<file path="src/rtl/dmem_port_arbiter_pkg.sv">
// Shared encodings for the data-memory port arbiter: FSM states and
// access-owner tags.
package dmem_port_arbiter_pkg;

  typedef enum logic [1:0] {
    ST_IDLE = 2'd0,
    ST_ACC  = 2'd1,
    ST_ACK  = 2'd2
  } state_e;

  typedef enum logic {
    OWN_CPU = 1'b0,
    OWN_DMA = 1'b1
  } owner_e;

endpackage

</file>
<file path="src/rtl/dmem_port_arbiter_starve_ctr.sv">
// Starvation guard: counts CPU grants that overtake a waiting DMA request
// and forces the next arbitration to DMA once the limit is reached.
module arb_starve_ctr #(
  parameter int STARVE_LIM = 8
) (
  input  logic clk,
  input  logic rst,
  input  logic cpu_grant,
  input  logic dma_grant,
  input  logic dma_req,
  output logic force_dma
);

  localparam int CW = $clog2(STARVE_LIM + 1);
  localparam logic [CW-1:0] LIM = CW'(STARVE_LIM);

  logic [CW-1:0] cnt;

  always_ff @(posedge clk) begin
    if (!rst) begin
      cnt <= '0;
    end else if (dma_grant || !dma_req) begin
      cnt <= '0;
    end else if (cpu_grant && (cnt != LIM)) begin
      cnt <= cnt + 1'b1;
    end
  end

  assign force_dma = (cnt == LIM);

endmodule

</file>
<file path="src/rtl/dmem_port_arbiter.sv">
// Single-port data-memory arbiter between the CPU load/store path and a DMA
// loader port: IDLE (arbitrate) -> ACC (memory access) -> ACK (completion pulse).
module dmem_port_arbiter
  import dmem_port_arbiter_pkg::*;
#(
  parameter int ADDR_W     = 8,
  parameter int DATA_W     = 8,
  parameter int MAX_BURST  = 4,
  parameter int STARVE_LIM = 8
) (
  input  logic              clk,
  input  logic              rst,
  input  logic              cpu_req,
  input  logic              cpu_we,
  input  logic [ADDR_W-1:0] cpu_addr,
  input  logic [DATA_W-1:0] cpu_wdata,
  output logic [DATA_W-1:0] cpu_rdata,
  output logic              cpu_ack,
  output logic              cpu_stall,
  input  logic              dma_req,
  input  logic              dma_we,
  input  logic [ADDR_W-1:0] dma_addr,
  input  logic [DATA_W-1:0] dma_wdata,
  input  logic              dma_last,
  output logic [DATA_W-1:0] dma_rdata,
  output logic              dma_ack,
  output logic              mem_en,
  output logic              mem_we,
  output logic [ADDR_W-1:0] mem_addr,
  output logic [DATA_W-1:0] mem_wdata,
  input  logic [DATA_W-1:0] mem_rdata
);

  localparam int BW = $clog2(MAX_BURST + 1);
  localparam logic [BW-1:0] MAX_B = BW'(MAX_BURST);

  state_e            state;
  owner_e            owner;
  logic              acc_en;
  logic              cpu_ack_q;
  logic              dma_ack_q;
  logic [BW-1:0]     beat_cnt;
  logic [BW-1:0]     next_beat;
  logic              lat_we;
  logic              lat_last;
  logic [ADDR_W-1:0] lat_addr;
  logic [DATA_W-1:0] lat_wdata;
  logic [DATA_W-1:0] rdata_q;
  logic              force_dma;
  logic              burst_open;
  logic              grant_dma;
  logic              grant_cpu;

  // An open burst (beats issued, no last, limit not hit) keeps DMA ahead of the CPU.
  always_comb begin
    burst_open = (beat_cnt != '0);
    next_beat  = beat_cnt + 1'b1;
    grant_dma  = (state == ST_IDLE) && dma_req && (burst_open || force_dma || !cpu_req);
    grant_cpu  = (state == ST_IDLE) && cpu_req && !grant_dma;
  end

  arb_starve_ctr #(
    .STARVE_LIM(STARVE_LIM)
  ) u_starve (
    .clk      (clk),
    .rst      (rst),
    .cpu_grant(grant_cpu),
    .dma_grant(grant_dma),
    .dma_req  (dma_req),
    .force_dma(force_dma)
  );

  always_ff @(posedge clk) begin
    if (!rst) begin
      state     <= ST_IDLE;
      owner     <= OWN_CPU;
      acc_en    <= 1'b0;
      cpu_ack_q <= 1'b0;
      dma_ack_q <= 1'b0;
      beat_cnt  <= '0;
    end else begin
      case (state)
        ST_IDLE: begin
          if (burst_open && !dma_req) beat_cnt <= '0;
          if (grant_dma || grant_cpu) begin
            state  <= ST_ACC;
            acc_en <= 1'b1;
            owner  <= grant_dma ? OWN_DMA : OWN_CPU;
          end
        end
        ST_ACC: begin
          state     <= ST_ACK;
          acc_en    <= 1'b0;
          cpu_ack_q <= (owner == OWN_CPU);
          dma_ack_q <= (owner == OWN_DMA);
        end
        ST_ACK: begin
          state     <= ST_IDLE;
          cpu_ack_q <= 1'b0;
          dma_ack_q <= 1'b0;
          if (owner == OWN_DMA)
            beat_cnt <= (lat_last || (next_beat == MAX_B)) ? '0 : next_beat;
        end
        default: state <= ST_IDLE;
      endcase
    end
  end

  // Request fields and read data are pure datapath: gated at the outputs, never reset.
  always_ff @(posedge clk) begin
    if (grant_cpu) begin
      lat_we    <= cpu_we;
      lat_addr  <= cpu_addr;
      lat_wdata <= cpu_wdata;
      lat_last  <= 1'b0;
    end else if (grant_dma) begin
      lat_we    <= dma_we;
      lat_addr  <= dma_addr;
      lat_wdata <= dma_wdata;
      lat_last  <= dma_last;
    end
    if (state == ST_ACC) rdata_q <= mem_rdata;
  end

  // A reset arriving at the end of ACC suppresses the strobe so the access aborts.
  assign mem_en    = acc_en & rst;
  assign mem_we    = mem_en & lat_we;
  assign mem_addr  = mem_en ? lat_addr : '0;
  assign mem_wdata = mem_we ? lat_wdata : '0;
  assign cpu_ack   = cpu_ack_q;
  assign dma_ack   = dma_ack_q;
  assign cpu_rdata = cpu_ack_q ? rdata_q : '0;
  assign dma_rdata = dma_ack_q ? rdata_q : '0;
  assign cpu_stall = cpu_req & ~cpu_ack_q;

endmodule

</file>
<file path="config.mk">
export PLATFORM = sky130hd
export DESIGN_NAME = dmem_port_arbiter
export DESIGN_NICKNAME = d
export VERILOG_FILES = /design/src/rtl/dmem_port_arbiter_pkg.sv /design/src/rtl/dmem_port_arbiter_starve_ctr.sv /design/src/rtl/dmem_port_arbiter.sv
export SDC_FILE = /design/constraint.sdc
export NUM_CORES = 1
export LEC_CHECK = 0
export CAP_MARGIN = 20
export CORE_MARGIN = 2
export CORE_UTILIZATION = 35
export CTS_CLUSTER_DIAMETER = 50
export DETAILED_ROUTE_END_ITERATION = 16
export PLACE_DENSITY = 0.7
export SLEW_MARGIN = 20
export SYNTH_ARGS = -nofsm -noshare
export SYNTH_HDL_FRONTEND = slang
export SYNTH_SLANG_ARGS = --single-unit
</file>
<file path="constraint.sdc">
create_clock -name clk -period 1.9 [get_ports clk]
set_input_delay 0.38 -clock clk [delete_from_list [all_inputs] [get_ports clk]]
set_output_delay 0.38 -clock clk [all_outputs]
set_load 0.02 [all_outputs]
</file>
# [After elaboration in Yosys (flattened, before gate mapping)]
# Index checks and enable logic that the tools add are counted.
[op_classes] n_addsub=2 n_eq_ne=8 muxes=21 n_bitwise=6 reduce_logical=24
[op_table] op="2-to-1 mux 8 bit" n=8
[op_table] op="2-to-1 mux 3 bit" n=3
[op_table] op="nonzero test 2 bit" n=4
[op_table] op="logical AND 1 bit" n=6
[op_table] op="case mux 1 bit (2 select lines)" n=3
[op_table] op="case mux 3 bit (2 select lines)" n=1
[op_table] op="logical OR 1 bit" n=5
[op_table] op="adder 4 x 1 -> 4 bit (second input constant)" n=1
[op_table] op="== test 4 bit (second input constant)" n=1
[op_table] op="2-to-1 mux 1 bit" n=4
[op_table] op="!= test 2 x 1 -> 1 bit (second input constant)" n=2
[op_table] op="!= test 4 bit (second input constant)" n=1
[op_table] op="case mux 2 bit (2 select lines)" n=1
[op_table] op="AND reduction 2 bit" n=2
[op_table] op="adder 3 x 1 -> 3 bit (second input constant)" n=1
[op_table] op="bitwise AND 1 bit" n=3
[op_table] op="== test 3 bit (second input constant)" n=1
[op_table] op="zero test 1 bit" n=3
[op_table] op="inverter 1 bit" n=3
[op_table] op="AND reduction 3 bit" n=1
[op_table] op="nonzero test 3 bit" n=1
[op_table] op="== test 2 x 1 -> 1 bit (second input constant)" n=1
[op_table] op="== test 2 bit (second input constant)" n=1
[op_table] op="zero test 2 bit" n=1
[op_table] op="3 further kinds" n=3
[word_totals] regBits=39 input_bits=47 out_inout_bits=37 elab_cells=73

# [Longest topological paths before layout]
# Gate-level depths: netlist (run 1).
[logic_depth] ltp_word=9 ltp_mapped=8 ltp_nobuf=6

# [Cells and area by module]
# From an unflattened synthesis (run 1), not the netlist that was laid out.
[hier_totals] hier_cells=172 area_unflattened_um2=2023.2
[by_module_without_submodules] module="dmem_port_arbiter" n_inst=1 cells_per_inst=147 area_per_inst_um2=1804.2 seq_area_each_um2=950.9
[by_module_without_submodules] module="arb_starve_ctr" n_inst=1 cells_per_inst=25 area_per_inst_um2=219.0 seq_area_each_um2=80.1

# [Worst setup path before layout (run 1)]
# No wires, ideal clock.
[synth_timing] path_type="register -> register" startpoint="register state[0]" endpoint="register lat_addr[0] (data pin)" setup_time_ns=0.260 arrival_ns=1.599 required_time_ns=1.640 setup_slack_ns=0.041 path_stages_with_launch=9 path_buffers=2 period_less_slack_ns=1.859 path_cell_list="dfxtp_1 inv_1 ha_1 buf_6 nand2_4 a21o_1 a21oi_4 buf_12 mux2_4"
[synth_between] elab_chain_cells=6 word_cells_on_any_way=7 cone_classes="1 x mux; 6 x reduce/logical"
[synth_lines] element="from (decl)" line_no="dmem_port_arbiter.sv:37" text="state_e state;"
[synth_lines] element="from (signal assigned)" line_no="dmem_port_arbiter.sv:75" text="state <= ST_IDLE;"
[synth_lines] element="from (signal assigned)" line_no="dmem_port_arbiter.sv:86" text="state <= ST_ACC;"
[synth_lines] element="from (signal assigned)" line_no="dmem_port_arbiter.sv:92" text="state <= ST_ACK;"
[synth_lines] element="zero test 2 bit (*)" line_no="dmem_port_arbiter.sv:58, dmem_port_arbiter.sv:59"
[synth_lines] element="logical AND 1 bit (2 in series)" line_no="dmem_port_arbiter.sv:58" text="grant_dma = (state == ST_IDLE) && dma_req && (burst_open || force_dma || !cpu_req);"
[synth_lines] element="zero test 1 bit" line_no="dmem_port_arbiter.sv:59" text="grant_cpu = (state == ST_IDLE) && cpu_req && !grant_dma;"
[synth_lines] element="logical AND 1 bit (*)" line_no="dmem_port_arbiter.sv:59"
[synth_lines] element="2-to-1 mux 8 bit (*)" line_no="dmem_port_arbiter.sv:111" text="if (grant_cpu) begin"
[synth_lines] element="to (signal assigned)" line_no="dmem_port_arbiter.sv:113" text="lat_addr <= cpu_addr;"
[synth_lines] element="to (signal assigned)" line_no="dmem_port_arbiter.sv:118" text="lat_addr <= dma_addr;"
[synth_lines] element="to (decl)" line_no="dmem_port_arbiter.sv:46" text="logic [ADDR_W-1:0] lat_addr;"
# Every way passes the cells marked *; elsewhere a longest branch is shown, timed or not.
# A chain may end at the register's enable or synchronous reset.

# [Final worst setup path (run 1)]
[layout_timing] startpoint="input port cpu_req" endpoint="register lat_addr[7] (data pin)"
[layout_between] elab_chain_cells=6 word_cells_on_any_way=7 cone_classes="1 x mux; 6 x reduce/logical"
[layout_lines] element="from (decl)" line_no="dmem_port_arbiter.sv:13" text="input logic cpu_req,"
[layout_lines] element="zero test 1 bit" line_no="dmem_port_arbiter.sv:58"
[layout_lines] element="logical OR 1 bit" line_no="dmem_port_arbiter.sv:58"
[layout_lines] element="logical AND 1 bit" line_no="dmem_port_arbiter.sv:58"
[layout_lines] element="zero test 1 bit" line_no="dmem_port_arbiter.sv:59"
[layout_lines] element="logical AND 1 bit (*)" line_no="dmem_port_arbiter.sv:59"
[layout_lines] element="2-to-1 mux 8 bit (*)" line_no="dmem_port_arbiter.sv:111"
# Marks and branches as above.

==> results of run 1 <==
repair_timing:
item | 4_1_cts | 5_1_grt
endpoints found under the setup margin | 30 | 11
resized for setup | 41 | 4
cloned | 1 | 0
cell usage in the layout, fill, tap and decap left out, types with 3 or more instances in the layout:
| cell | instances |
|---|---|
| nand3_1 | 4 |
| edfxtp_1 | 25 |
| a21boi_0 | 3 |
| nand2_1 | 8 |
| and2_1 | 26 |
| mux2_2 | 7 |
| inv_1 | 10 |
| mux2_4 | 10 |
| ha_1 | 9 |
| mux2i_1 | 7 |
| clkdlybuf4s15_2 | 8 |
| buf_4 | 11 |
| dlygate4sd2_1 | 11 |
| clkbuf_8 | 5 |
| dfxtp_1 | 11 |
| clkdlybuf4s50_1 | 63 |
| nor2_1 | 8 |
| and3_1 | 8 |
worst paths after layout:
check	startpoint	endpoint	slack, ns	cells past startpoint
min	beat_cnt[2]$_SDFFE_PN0P_	beat_cnt[2]$_SDFFE_PN0P_	0.48	2
max	cpu_req	lat_addr[7]$_DFFE_PP_	0.04	6
min reg2reg	beat_cnt[2]$_SDFFE_PN0P_	beat_cnt[2]$_SDFFE_PN0P_	0.48	2
max reg2reg	state[1]$_SDFFE_PN0P_	lat_addr[7]$_DFFE_PP_	0.07	7
metrics by stage:
step	setup WS, ns	std cells	hold WS [ns]	power [mW]
after global placement	-0.392	333	0.470	1.69
after floorplan	0.0406	172	0.451	1.41
final	0.0384	342	0.483	2.19
after CTS	0.0109	342	0.490	2.22
after global routing	0.00382	342	0.511	2.31
after detailed placement	-0.420	333	0.479	1.70
layer usage:
layer	wire length, um	part of all wire	GRT usage
met1	1740	0.40	0.155
met2	2260	0.52	0.275
met3	333	0.077	0.0533
met4	0	0	0.0322
met5	0	0	0
power by group through the flow:
stage	registers, mW	logic, mW	clock network, mW
after floorplan	1.07	0.343	0
after global placement	1.07	0.616	0
after detailed placement	1.08	0.628	0
after CTS	1.06	0.620	0.538
after global routing	1.07	0.661	0.578
final	1.06	0.609	0.520
worst max-delay path: cells and delay by family:
kind / cells / cell delay (ns)
multiplexers: 1 / 0.36
AND/OR/NAND/NOR: 1 / 0.07
buffers and inverters: 2 / 0.77
AO/OA/AOI/OAI: 2 / 0.31
kinds of logic (layout without fill, tap and decap cells):
kind of cell / Yosys count / in the layout / synth area share
buffers and inverters: 17 / 115 / 0.0431
XOR/XNOR: 2 / 2 / 0.00850
flip-flops: 39 / 39 / 0.500
AND/OR/NAND/NOR: 66 / 66 / 0.190
adder cells (fa/ha/maj): 9 / 9 / 0.0546
AO/OA/AOI/OAI: 15 / 15 / 0.0583
multiplexers: 24 / 24 / 0.145
flip-flops by register name, summed over array words and instances, names as in the netlist, 2 cells and up:
register,flops
lat_addr,8
state,2
beat_cnt,3
lat_wdata,8
u_starve.cnt,4
rdata_q,8
final cells by class:
type / instances / area, um2 / area share
Clock buffer: 6 / 72.6 / 0.0232
Clock inverter: 2 / 7.51 / 0.00240
Inverter: 10 / 37.5 / 0.0120
Multi-Input combinational cell: 116 / 946 / 0.302
Sequential cell: 39 / 1040 / 0.331
Tap cell: 72 / 90.1 / 0.0288
Timing Repair Buffer: 97 / 941 / 0.300
==> impl_metrics.py, run 1 <==
metrics = {
    "placement": {
        "place_area_mm2": 0.00304,
        "dp_hpwl_um": 3330,
        "place_congestion": 0.725,
        "placement.io_buffers": 83,
    },
    "clocking": {
        "clock_latency_ns": 0.29,
        "cts.hold.buffers_added": 0,
        "clockRootBuffer": "clkbuf_8",
        "cts_setup_buffers": 0,
        "clock_sinks": 39,
        "cts_buffer_depth": 2,
        "cts-buffers-inserted": 5,
        "clk_pin_slew_ns": 0.07,
        "htreeDepth": 2,
        "cts_tree": "built",
    },
    "floorplan": {
        "die_w_um": 80.7,
        "row_count": 27,
        "dieHeight_um": 80.7,
        "io_pins": 84,
        "core-area_mm2": 0.00561,
        "dieArea_mm2": 0.00652,
        "start_util": 0.367,
    },
    "power_and_ir_drop": {
        "leakagePower_nw": 1.27,
        "combPwrFrac": 0.279,
        "swShare": 0.265,
        "ir_drop_mv": 0.313,
        "switching_power_mw": 0.580,
        "p_clk_frac": 0.238,
        "seqPwrFrac": 0.484,
        "intPower_mw": 1.61,
        "cellPowerDensity_mw_per_mm2": 698,
    },
    "timing": {
        "fmax_mhz": 537,
        "maxSlewHeadroom": 0.705,
        "setup_violations": 0,
        "tightest_slew_ns": 0.443,
        "rsz0062_at_grt": "no",
        "period_minus_slack_ns": 1.86,
        "fin_worst_skew_ns": 0.00728,
        "layout_worst_path_cycle_share": 0.980,
        "drv_slew": 0,
        "hold_viol": 0,
        "finalSetupTns_ns": 0,
    },
    "critical_path": {
        "cp_slowest_stage_delay_ns": 0.59,
        "crit_arrival_ns": 1.90,
        "critical_path_class": "in2reg",
        "start_kind": "primary input",
        "path_cells": "clkdlybuf4s50_1 -> nand2_4 -> a21o_1 -> a21oi_4 -> buf_12 -> mux2_2",
        "cp_data_required_time_ns": 1.93,
        "path_max_fanout": 17,
        "crit_slowest_cell": "clkdlybuf4s50_1",
        "crit_path_end_kind": "register",
    },
    "global_route": {
        "grt_pass1_vias": 1632,
        "grt_pass1_wl_um": 7280,
        "grt.total_usage": 0.146,
        "grt_overflow": 0,
        "grt_max_degree": 18,
        "antenna_found_initial": 0,
    },
    "finish": {
        "areaGrowthSynthToFinish_pct": 52.0,
        "drive_gt1_frac": 0.204,
        "antennaDiodeCount": 0,
        "fill_cells": 539,
        "post-route-cell-area_mm2": 0.00313,
        "post-route-util": 0.558,
        "nets": 325,
    },
    "status": {
        "status": "complete, no violations",
    },
    "hold_path": {
        "hold_path.class": "reg2reg",
    },
    "route": {
        "wl_per_cell_um": 12.7,
        "drt_iter0_drc": 82,
        "via_count": 1575,
        "via_per_inst": 4.61,
        "final_antenna_net_count": 0,
        "first_pass_iters": 5,
        "drc": 0,
        "wl_um": 4330,
    },
    "logic_synthesis": {
        "ys_seq_area_frac": 0.500,
        "yosysTopAreaCell": "edfxtp_1",
        "synth_area_leaders": "edfxtp_1 (36%), dfxtp_1 (14%), and2_1 (7.9%)",
        "synthArstFlopShare": 0,
        "syn_avg_cell_area_um2": 12.0,
        "synth_cell_types": 37,
        "yosys_register_bits": 39,
        "yosys_warnings": 0,
        "syn-cell-area_mm2": 0.00206,
        "yosysMostFrequentCell": "and2_1",
        "synth-edff-count": 25,
        "synth_top_area_share": 0.364,
        "yosys_most_used_dff": "edfxtp_1",
        "syn-instance-count": 172,
        "synth_nets": 228,
        "synth_common_cells": "and2_1 (26), edfxtp_1 (25), dfxtp_1 (14)",
    },
    "run": {
        "max_cap_viol_count": 0,
    },
}
Note: power is estimated with default switching activity, not from simulation.
==> inputs of run 2 (changes only) <==
--- a/config.mk
+++ b/config.mk
@@ -10,7 +10,7 @@
 export CORE_UTILIZATION = 35
 export CTS_CLUSTER_DIAMETER = 50
 export DETAILED_ROUTE_END_ITERATION = 16
-export PLACE_DENSITY = 0.7
+export PLACE_DENSITY = 0.67
 export SLEW_MARGIN = 20
 export SYNTH_ARGS = -nofsm -noshare
 export SYNTH_HDL_FRONTEND = slang
==> constraint.sdc (replaced) <==
create_clock -name clk -period 2.15 [get_ports clk]
set_input_delay 0.43 -clock clk [delete_from_list [all_inputs] [get_ports clk]]
set_output_delay 0.43 -clock clk [all_outputs]
set_load 0.02 [all_outputs]
==> run 2 against run 1 <==
Non-clock buffer count is 2 lower. Via count fell by 1.1%. Hold slack got worse by 0.0057 ns. Clock skew down 0.0020 ns. Sequential share of layout area up 0.17 points.
==> impl_metrics.py, run 2 (same netlist as run 1, synthesis figures left out) <==
metrics = {
    "timing": {
        "hold_viol": 0,
        "setup_violations": 0,
        "maxSlewHeadroom": 0.713,
        "rsz0062_at_grt": "no",
        "fin_worst_skew_ns": 0.00526,
        "tightest_slew_ns": 0.430,
        "fmax_mhz": 482,
        "drv_slew": 0,
        "setup_slack_ns": 0.0772,
        "layout_worst_path_cycle_share": 0.964,
        "period_minus_slack_ns": 2.07,
        "finalSetupTns_ns": 0,
    },
    "global_route": {
        "grt_overflow": 0,
        "grt_pass1_wl_um": 7090,
        "antenna_found_initial": 0,
        "grt.total_usage": 0.140,
        "grt_max_degree": 18,
        "grt_pass1_vias": 1598,
    },
    "critical_path": {
        "start_kind": "primary input",
        "crit_arrival_ns": 1.64,
        "path_cells": "clkdlybuf4s50_1 -> and3_2 -> and2_1 -> dlygate4sd2_1",
        "path_depth": 4,
        "worstSetupStartpoint": "rst",
        "path_max_fanout": 9,
        "crit_slowest_cell": "clkdlybuf4s50_1",
        "crit_end": "mem_wdata[5]",
        "timing.rr.start": "u_starve.cnt[0]$_SDFFE_PP0P_",
        "critical_path_class": "in2out",
        "path_buf_inv": 2,
        "cp_top_family": "buffers and inverters",
        "ff2ff_path_depth": 6,
        "cp_data_required_time_ns": 1.72,
        "crit_path_end_kind": "output pin",
        "cp_slowest_stage_delay_ns": 0.48,
        "r2r_setup_slack_ns": 0.27,
        "r2r_end": "lat_addr[7]$_DFFE_PP_",
    },
    "floorplan": {
        "die_w_um": 80.7,
        "dieHeight_um": 80.7,
        "core-area_mm2": 0.00561,
        "io_pins": 84,
        "row_count": 27,
        "dieArea_mm2": 0.00652,
        "start_util": 0.367,
    },
    "power_and_ir_drop": {
        "ir_drop_mv": 0.290,
        "cellPowerDensity_mw_per_mm2": 624,
        "leakagePower_nw": 1.28,
        "total_power_mw": 1.93,
    },
    "finish": {
        "ff_latch_area_mm2": 0.00103,
        "antennaDiodeCount": 0,
        "post-route-util": 0.552,
        "layout_common_cells": "clkdlybuf4s50_1 (64), and2_1 (26), edfxtp_1 (25)",
        "areaGrowthSynthToFinish_pct": 50.3,
        "final_common_cell": "clkdlybuf4s50_1",
        "reg_top3": "lat_addr (8), lat_wdata (8), rdata_q (8)",
        "multiInputGateArea_um2": 942,
        "drive_gt1_frac": 0.157,
        "nets": 323,
        "fill_cells": 500,
    },
    "run": {
        "max_cap_viol_count": 0,
    },
    "route": {
        "final_antenna_net_count": 0,
        "via_count": 1558,
        "via_per_inst": 4.58,
        "first_pass_iters": 4,
        "wl_per_cell_um": 12.5,
        "wl_um": 4250,
        "drc": 0,
        "drt_iter0_drc": 42,
    },
    "clocking": {
        "cts-buffers-inserted": 5,
        "clockRootBuffer": "clkbuf_8",
        "cts.hold.buffers_added": 0,
        "htreeDepth": 2,
        "clock_sinks": 39,
        "clk_pin_slew_ns": 0.07,
        "cts_tree": "built",
        "clock_latency_ns": 0.29,
        "cts_buffer_depth": 2,
    },
    "placement": {
        "place_ws_ns": -0.288,
        "dp_hpwl_um": 3320,
        "placement.io_buffers": 83,
        "place_congestion": 0.715,
    },
    "hold_path": {
        "hold_path.class": "reg2reg",
    },
    "status": {
        "status": "complete, no violations",
    },
}
-- run 2: changes by cell type in the layout (fill, tap and decap cells not counted), sizes merged --
cell | previous run | this run
clkdlybuf4s15 | 8 | 4
clkinv | 2 | 1
dlygate4sd2 | 11 | 15
clkdlybuf4s50 | 63 | 64
buf | 14 | 12
-- run 2: how the worst min path moves through the flow --
stage / from / endpoint / cells past startpoint
CTS: beat_cnt[2]$_SDFFE_PN0P_ / beat_cnt[2]$_SDFFE_PN0P_ / 2
global placement: beat_cnt[1]$_SDFFE_PN0P_ / beat_cnt[1]$_SDFFE_PN0P_ / 2
detailed placement: beat_cnt[2]$_SDFFE_PN0P_ / beat_cnt[2]$_SDFFE_PN0P_ / 2
floorplan: beat_cnt[2]$_SDFFE_PN0P_ / beat_cnt[2]$_SDFFE_PN0P_ / 2
finish: beat_cnt[2]$_SDFFE_PN0P_ / beat_cnt[2]$_SDFFE_PN0P_ / 2
global route: beat_cnt[2]$_SDFFE_PN0P_ / beat_cnt[2]$_SDFFE_PN0P_ / 2
-- run 2: what timing repair did --
item	4_1_cts	5_1_grt
setup buffers	0	0
setup endpoints to repair	19	4
gates cloned	0	0
resized for setup	20	4
-- run 2: where the power goes --
| group | total (mW) | internal, mW | switching [mW] |
|---|---|---|---|
| clock | 0.470 | 0.228 | 0.243 |
| combinational | 0.529 | 0.293 | 0.236 |
| sequential | 0.933 | 0.898 | 0.0353 |
| total | 1.93 | 1.42 | 0.514 |
-- run 2: cell type report --
cell class	count	share of cell area
Sequential cell	39	0.333
Clock inverter	1	0.00162
Timing Repair Buffer	95	0.295
Tap cell	72	0.0291
Multi-Input combinational cell	116	0.304
Clock buffer	7	0.0246
Inverter	10	0.0121
-- run 2: metal layers --
layer | share of wire | GRT usage | vias to the layer above
li1 | - | - | 785
met1 | 0.40 | 0.157 | 709
met2 | 0.50 | 0.258 | 59
met3 | 0.091 | 0.0433 | 5
met4 | 0.011 | 0.0356 | 0
met5 | 0 | 0 | -
-- run 2: stage by stage --
step | hold slack (ns) | cells | cell area (um2)
global placement | 0.468 | 332 | 3030
CTS | 0.483 | 340 | 3090
floorplan | 0.451 | 172 | 2060
finish | 0.477 | 340 | 3100
global route | 0.510 | 340 | 3100
detailed placement | 0.473 | 332 | 3030
-- run 2: tightest hold or removal path: stages, from the launching register on --
cell and delay (ns):
dfxtp_1 0.32, nand2_1 0.06, mux2i_1 0.05
